$ cat config.mk
export PLATFORM = sky130hd
export DESIGN_NAME = pow_engine
export DESIGN_NICKNAME = d
export VERILOG_FILES = /design/src/rtl/pow_engine.sv
export SDC_FILE = /design/constraint.sdc
export NUM_CORES = 1
export LEC_CHECK = 0
export BUFFER_PORTS_ARGS = -buffer_cell sky130_fd_sc_hd__buf_2
export CAP_MARGIN = 0
export CORE_MARGIN = 2
export CORE_UTILIZATION = 60
export DETAILED_ROUTE_END_ITERATION = 8
export GPL_ROUTABILITY_DRIVEN = 0
export PLACE_DENSITY = 0.92
export SETUP_SLACK_MARGIN = 0.05
export SLEW_MARGIN = 10
export SYNTH_ARGS = -nofsm -noshare
export SYNTH_HDL_FRONTEND = slang
export SYNTH_SLANG_ARGS = --single-unit
export TNS_END_PERCENT = 100
$ cat constraint.sdc
create_clock -name clk -period 5 [get_ports clk]
set_clock_uncertainty 0.2 [all_clocks]
set_input_delay 0.75 -clock clk [delete_from_list [all_inputs] [get_ports clk]]
set_output_delay 0.75 -clock clk [all_outputs]
set_load 0.05 [all_outputs]
$ cat src/rtl/pow_engine.sv
// pow_engine: sequential power unit, result = base**expo mod 2^WIDTH,
// fixed WIDTH+1 cycle latency from accept to out_valid.
module pow_engine #(
    parameter int WIDTH = 8
) (
    input  logic             clk,
    input  logic             rst_n,
    input  logic             in_valid,
    output logic             in_ready,
    input  logic [WIDTH-1:0] base,
    input  logic [WIDTH-1:0] expo,
    input  logic             is_signed,
    output logic             out_valid,
    input  logic             out_ready,
    output logic [WIDTH-1:0] result,
    output logic             div_zero
);
    localparam int CW = $clog2(WIDTH);
    typedef enum logic [1:0] {IDLE, LOOP, DONE} state_t;
    state_t           r_state;
    logic [WIDTH-1:0] r_acc, r_sq, r_exp, r_result;
    logic [CW-1:0]    r_cnt;
    logic             r_neg, r_dz, r_in_ready, r_out_valid, r_div_zero;
    logic             w_neg;
    logic [WIDTH-1:0] w_neg_res;
    assign w_neg = is_signed && expo[WIDTH-1];
    // Only +1 and -1 have integer reciprocals; a negative exponent is resolved at
    // accept and the accumulator is then frozen for the rest of LOOP.
    assign w_neg_res = (base == WIDTH'(1)) ? WIDTH'(1) :
                       (&base) ? (expo[0] ? '1 : WIDTH'(1)) : '0;
    assign in_ready  = r_in_ready;
    assign out_valid = r_out_valid;
    assign result    = r_result;
    assign div_zero  = r_div_zero;
    always_ff @(posedge clk or negedge rst_n) begin
        if (!rst_n) begin
            r_state     <= IDLE;
            r_acc       <= '0;
            r_sq        <= '0;
            r_exp       <= '0;
            r_cnt       <= '0;
            r_neg       <= 1'b0;
            r_dz        <= 1'b0;
            r_in_ready  <= 1'b1;
            r_out_valid <= 1'b0;
            r_result    <= '0;
            r_div_zero  <= 1'b0;
        end else begin
            case (r_state)
                IDLE: if (in_valid) begin
                    r_state    <= LOOP;
                    r_in_ready <= 1'b0;
                    r_acc      <= w_neg ? w_neg_res : WIDTH'(1);
                    r_sq       <= base;
                    r_exp      <= expo;
                    r_cnt      <= '0;
                    r_neg      <= w_neg;
                    r_dz       <= w_neg && (base == '0);
                end
                LOOP: begin
                    if (!r_neg && r_exp[0]) r_acc <= r_acc * r_sq;
                    r_sq  <= r_sq * r_sq;
                    r_exp <= r_exp >> 1;
                    r_cnt <= r_cnt + 1'b1;
                    if (r_cnt == CW'(WIDTH - 1)) r_state <= DONE;
                end
                DONE: begin
                    // First DONE cycle publishes the result; later cycles wait for the consumer.
                    if (!r_out_valid) begin
                        r_out_valid <= 1'b1;
                        r_result    <= r_acc;
                        r_div_zero  <= r_dz;
                    end else if (out_ready) begin
                        r_out_valid <= 1'b0;
                        r_in_ready  <= 1'b1;
                        r_state     <= IDLE;
                    end
                end
                default: r_state <= IDLE;
            endcase
        end
    end
endmodule
Word-level counts from Yosys, hierarchy flattened
Cells that the tools add are included.
- add/subtract/negate cells: 1
- shift operators: 0
- muxes and demuxes: 24
- multiply operators: 2
- eq/ne operators: 9
- div/mod/pow operators: 0
- reduce and logical (&&, ||, !) cells: 15
- order comparisons: 0
- bitwise operators: 1
- operator list (kind ; count):
    2-to-1 mux 8 bit ; 8
    case mux 8 bit (2 select lines) ; 3
    multiplier 8 x 8 -> 8 bit ; 2
    inequality test 2 bit, second input constant ; 5
    == test 8 x 1 -> 1 bit, second input constant ; 1
    logical NOT 8 bit ; 1
    2-to-1 mux 2 bit ; 4
    AND reduction 4 bit ; 2
    AND reduction 8 bit ; 1
    case mux 2 bit (3 select lines) ; 1
    case mux 3 bit (2 select lines) ; 1
    AND reduction 2 bit ; 3
    2-to-1 mux 1 bit ; 5
    nonzero test 2 bit ; 2
    adder 3 x 1 -> 3 bit, second input constant ; 1
    == test 3 bit, second input constant ; 1
    logical AND 1 bit ; 3
    2-to-1 mux 3 bit ; 1
    AND reduction 3 bit ; 1
    == test 2 x 1 -> 1 bit, second input constant ; 1
    == test 2 bit, second input constant ; 1
    logical NOT 2 bit ; 1
    case mux 1 bit (2 select lines) ; 1
    logical NOT 1 bit ; 1
    inverter 1 bit ; 1
- bits in writable memories: 0
- ROM bits: 0
- input port bits: 21
- bits in latches: 0
- memories: 0
- flip-flop bits (word level): 42

Depth between registers and ports, before layout
Gate-level depths: netlist of run 1.
- word-level depth: 6
- gate-level depth with buffers: 16
- mapped depth without buffers: 15

Worst setup path before layout of run 1
Ideal clock, no wire load.
- path type: register -> register
- start point: reg r_sq[2]
- end point: reg r_acc[7]
- period minus slack after synthesis: 4.095 ns
- cell stages (with the launch flop): 15
- setup time: 0.129 ns
- setup slack: 0.905 ns
- buffers on the path: 1
- arrival time: 3.766 ns
- cells stage by stage: dfrtp_1 > clkbuf_1 > nand2_1 > fa_1 > fa_1 > inv_1 > fa_1 > inv_1 > fa_1 > xor2_1 > xnor3_1 > xnor3_1 > xnor3_1 > nand2_1 > a31oi_1
- longest elaborated chain between the ends: 3
- ends and longest elaborated chain (item ; line ; source):
    from (decl) ; 21 ; logic [WIDTH-1:0] r_acc, r_sq, r_exp, r_result;
    from (signal assigned) ; 54 ; r_sq <= base;
    from (signal assigned) ; 62 ; r_sq <= r_sq * r_sq;
    multiplier 8 x 8 -> 8 bit ; 61 ; if (!r_neg && r_exp[0]) r_acc <= r_acc * r_sq;
    2-to-1 mux 8 bit ; 61 ;
    case mux 8 bit (2 select lines) ; 49 ; case (r_state)
    to (signal assigned) ; 53 ; r_acc <= w_neg ? w_neg_res : WIDTH'(1);
    to (signal assigned) ; 61 ;
    to (decl) ; 21 ;
Every way passes these cells. The select of a mux whose other input is x is not followed.
A chain may end at the register's enable or synchronous reset.

Final worst setup path of run 1
- start point: reg r_sq[3]
- end point: reg r_acc[7]
Same word-level chain as after synthesis.

==> results.cfg, run 1 <==
[global_routing]
globalRouteTotalUtil_pct = 24.41
grt_overflow = 0
grt_pass1_wl_um = 11760
grt_pass1_vias = 2611
antenna_found_initial = 0
grt_start_max_net_pins = 43

[logic_synthesis]
ys_top_cells_by_area = dfrtp_1 (31%), fa_1 (12%), ha_1 (11%), nand2_1 (7.6%), and2_1 (4.4%)
ys_warn_count = 0
yosysTopAreaCell = dfrtp_1
synthAdderAreaFrac_pct = 23.29
mappedNetlistArea_um2 = 3277
synth_mux_area_share_pct = 3.093
synth_compound_area_share_pct = 9.317
yosys.area_share.xor_xnor_pct = 7.102
synthFlopType = dfrtp_1
synth_top_family_by_area = adder cells
async_flop_share_pct = 100.0
synth-simple-area-share_pct = 18.02
ys_seq_elements = 42
ys_seq_area_share_pct = 32.11
syn_inst = 348
synth_cell_types = 42
avgSynthCellArea_um2 = 9.416
synth_top_cell_area_share_pct = 31.31
synth-edff-count = 0

[cts]
cts.sink_count = 42
post_cts_buffers = 0
clk_pin_slew_ns = 0.09
cts_resized = 0
clk_latency_ns = 0.30
cts_buffers = 5
cts_root_buffer = clkbuf_8
cts_max_level = 2
cts-hold-fix-buffers = 0
cts_tree = yes
cts.path.max_buffers = 2

[min_path]
min_path_cells = 2
hold_class = register to register
min_from = r_neg

[power_and_ir_drop]
power_density_nw_per_um2 = 717.5
power_uw = 2543
vdd_drop_max_v = 0.0004889
p_leak_uw = 0.001886

[job]
maxCapViolCount = 0

[floorplanning]
num_rows = 26
fp.dieH_um = 77.90
floorplan.initialDensity_pct = 62.96
die_area_um2 = 6068
die_w_um = 77.90
io_pins = 32
core_area_um2 = 5205

[run_status]
status = completed

[sta]
finalMaxSlewViolations = 0
setup_tns_ns = 0
grt_setup_unrepaired = no
setup_viol = 0
period_needed_ns = 4.290
finalCritPeriodShare_pct = 85.81
worst_slew_pin_slew_ns = 1.134
holdWs_ns = 0.2841
fin_ws_ns = 0.7097
max_freq_mhz = 233.1
relSlewSlack_pct = 24.41
hold_violations = 0

[drt]
drc_errors = 0
vias = 2490
wire_per_inst_um = 14.87
ant_nets = 0
drtIter0Drc = 233
vias_per_cell = 5.583
routed_wl_um = 6631
drt-pass1-iter-count = 5

[critical_path]
cp.arrival_ns = 4.22
worstSetupEndpointType = register
cp-start-kind = register
reg2regPathDepth = 13
cp_max_fo = 10
crit_required_ns = 4.93
crit_path_start = r_sq[3]
crit_type = register to register
reg2reg_from = r_sq[3]

[layout]
seq_area_um2 = 1052
nets = 445
fillers = 398
syn2layout_area_growth_pct = 8.171
num_antenna_cells = 0
drive_gt1_share_pct = 16.22
layout_commonest_cell = nand2_1
mostFrequentLayoutCells = nand2_1 (66), dfrtp_1 (41), inv_1 (38)
multi_input_area_um2 = 2001

[placement]
pre_cts_ws_ns = 0.7067
dpl.hpwl_um = 5032
io_buffer_count = 31
==> routing by layer <==
| metal | track usage, % | routed length (um) | vias up |
|---|---|---|---|
| met4 | 7.544 | 51 | 0 |
| met5 | 0 | 0 | - |
| li1 | - | - | 1182 |
| met3 | 3.953 | 377 | 6 |
| met1 | 32.07 | 2826 | 1209 |
| met2 | 41.64 | 3376 | 93 |
==> worst paths after layout <==
check	slack, ns	to
worst max-delay path	0.71	r_acc[7]
worst min-delay path	0.28	r_neg
worst max register to register	0.71	r_acc[7]
worst min register to register	0.28	r_neg
max in group asynchronous	3.64	r_sq[2]
min in group asynchronous	0.38	r_neg
==> through the flow <==
stage                     std cells  util [%]  area [um^2]
after floorplan                 349         -         3281
after global placement          438     66.42         3457
after detailed placement        438     66.42         3457
after CTS                       446     68.10         3545
after global routing            446     68.10         3545
final                           446     68.10         3545
==> cells by family after synthesis <==
group                    Yosys count
AO/OA/AOI/OAI                     47
flip-flops                        42
XOR/XNOR                          21
adder cells (fa/ha/maj)           49
other                              1
buffers and inverters             53
AND/OR/NAND/NOR                  126
multiplexers                       9
==> cells in the mapped netlist (2+ instances only) <==
library cell,count
nand2_1,66
dfrtp_1,41
inv_1,38
ha_1,29
and2_1,23
fa_1,20
nor2_1,20
a31oi_1,15
xnor2_1,13
clkbuf_1,10
mux2_2,9
a21oi_1,8
a21o_1,7
o21ai_1,5
and2_2,4
xor2_1,4
a22oi_1,3
xnor3_1,3
a221o_1,2
a22o_1,2
buf_6,2
nand3_1,2
nand4_1,2
o21ai_0,2
==> sequential cells by signal, indices dropped and copies added, names as in the netlist <==
| signal | count |
|---|---|
| r_cnt | 3 |
| in_ready | 1 |
| r_exp | 8 |
| div_zero | 1 |
| out_valid | 1 |
| r_state | 2 |
| r_neg | 1 |
| r_acc | 8 |
| result | 8 |
| r_sq | 8 |
| r_dz | 1 |
==> power breakdown <==
part           internal [uW]  total (uW)  switching (uW)
clock network           98.4         223             125
registers                481         657             176
logic                    768        1660             895
==> area by class of cell <==
cell class / instances / area share, %
clock buffers: 5 / 1.941
clock inverters: 3 / 0.5295
multi-input cells: 254 / 56.44
flip-flops and latches: 42 / 29.69
inverters: 39 / 4.130
repair buffers: 33 / 4.801
well taps: 70 / 2.471
==> critical path: stages, from the launching register on <==
cell and delay, ns:
dfrtp_1 0.53, nand2_1 0.15, fa_1 0.44, fa_1 0.54, inv_1 0.05, fa_1 0.48, inv_1 0.05, fa_1 0.43
xor2_1 0.19, xnor3_1 0.34, xnor3_1 0.38, xnor3_1 0.20, nand2_1 0.08, a31oi_1 0.08
Note: power is estimated with default switching activity, not from simulation.
==> inputs of run 2 (changes only) <==
==> constraint.sdc (replaced) <==
create_clock -name clk -period 4.8 [get_ports clk]
set_clock_uncertainty 0.2 [all_clocks]
set_input_delay 0.72 -clock clk [delete_from_list [all_inputs] [get_ports clk]]
set_output_delay 0.72 -clock clk [all_outputs]
set_load 0.05 [all_outputs]
==> run 2 against run 1 <==
Compared with the run above: power increased by 4.4%; worst setup slack got worse by 0.21 ns; count of clock-buffer cells in the layout unchanged; die area unchanged; critical endpoint unchanged; largest power group unchanged.
==> results.cfg, run 2 (synthesis results as in run 1) <==
[run_status]
status = completed

[layout]
num_antenna_cells = 0
nets = 445
stdcell_area_um2 = 3551
drive_gt1_share_pct = 16.22
mostFrequentLayoutCells = nand2_1 (66), dfrtp_1 (41), inv_1 (38)
final_cells = 446
layout_commonest_cell = nand2_1
fillers = 404
syn2layout_area_growth_pct = 8.362

[sta]
grt_setup_unrepaired = no
max_freq_mhz = 232.6
relSlewSlack_pct = 27.20
period_needed_ns = 4.300
holdWs_ns = 0.2886
fin_ws_ns = 0.5001
setup_viol = 0
finalMaxSlewViolations = 0
setup_tns_ns = 0
hold_violations = 0
finalCritPeriodShare_pct = 89.58
worst_slew_pin_slew_ns = 1.092

[placement]
dp.cells = 438
io_buffer_count = 31
pre_cts_ws_ns = 0.5127
dpl_cell_area_um2 = 3457
dpl.hpwl_um = 4964

[cts]
cts_tree = yes
clk_pin_slew_ns = 0.10
cts_resized = 0
cts_buffers = 5
cts_max_level = 2
post_cts_buffers = 0
clk_latency_ns = 0.30
cts-hold-fix-buffers = 0
cts_root_buffer = clkbuf_8
cts.path.max_buffers = 2
cts.sink_count = 42

[drt]
vias = 2434
vias_per_cell = 5.457
drc_errors = 0
drtIter0Drc = 187
ant_nets = 0
wire_per_inst_um = 14.39
drt-pass1-iter-count = 4
routed_wl_um = 6418

[critical_path]
cp-start-kind = register
crit_type = register to register
crit_required_ns = 4.74
cp.arrival_ns = 4.24
worstSetupEndpointType = register
cp_max_fo = 9

[min_path]
hold_class = register to register

[floorplanning]
num_rows = 26
core_area_um2 = 5205
die_area_um2 = 6068
die_w_um = 77.90
floorplan.initialDensity_pct = 62.96
io_pins = 32
fp.dieH_um = 77.90

[global_routing]
grt_pass1_wl_um = 11320
grt_pass1_vias = 2453
grt_overflow = 0
grt_start_max_net_pins = 43
globalRouteTotalUtil_pct = 23.62
antenna_found_initial = 0

[power_and_ir_drop]
p_leak_uw = 0.001883
vdd_drop_max_v = 0.0005651
power_density_nw_per_um2 = 747.6

[job]
maxCapViolCount = 0
run 2: cell types whose count changed in the layout (fill, tap and decap cells not counted):
cell        delta
clkinv_2       -2
clkinv_4       +1
clkinvlp_4     +1
run 2: worst max-delay path, cell delays in order (launching register included):
cell and delay (ns):
dfrtp_1 0.50, nand2_1 0.12, fa_1 0.46, fa_1 0.54
inv_1 0.05, fa_1 0.49, inv_1 0.06, fa_1 0.43
xor2_1 0.19, xnor3_1 0.32, xnor3_1 0.38, xnor3_1 0.22
nand2_1 0.09, a31oi_1 0.08
run 2: worst paths after layout:
kind / start / to / slack (ns) / depth (start not counted)
min reg2reg: r_exp[0] / r_exp[0] / 0.29 / 2
max: r_acc[1] / r_acc[7] / 0.50 / 13
max reg2reg: r_acc[1] / r_acc[7] / 0.50 / 13
min: r_exp[0] / r_exp[0] / 0.29 / 2
min in group asynchronous: rst_n / result[1] / 0.35 / 1
max in group asynchronous: rst_n / r_sq[2] / 3.47 / 1
run 2: power by group:
part	leakage, uW	internal (uW)	switching, uW
Clock	0.0000447	105	135
Sequential	0.000522	501	180
Combinational	0.00132	803	932
Total	0.00188	1410	1250
run 2: area by class of cell:
| cell class | instances | area [um^2] | area share (%) |
|---|---|---|---|
| Multi-Input combinational cell | 254 | 2001 | 56.34 |
| Clock buffer | 5 | 68.82 | 1.938 |
| Timing Repair Buffer | 33 | 170.2 | 4.792 |
| Tap cell | 70 | 87.58 | 2.467 |
| Inverter | 39 | 146.4 | 4.123 |
| Clock inverter | 3 | 25.02 | 0.7047 |
| Sequential cell | 42 | 1052 | 29.63 |
run 2: metrics by stage:
stage / power, uW / utilization (%)
2_1_floorplan: 2070 / -
4_1_cts: 2676 / 68.22
5_1_grt: 2942 / 68.22
3_5_place_dp: 2426 / 66.42
6_report: 2655 / 68.22
3_3_place_gp: 2317 / 66.42
run 2: routing by layer:
metal  track usage (%)  wire [um]  vias to the layer above
li1                  -          -                     1178
met1             31.40       2955                     1199
met2             40.09       3194                       49
met3             4.070        195                        8
met4             6.491         72                        0
met5                 0          0                        -
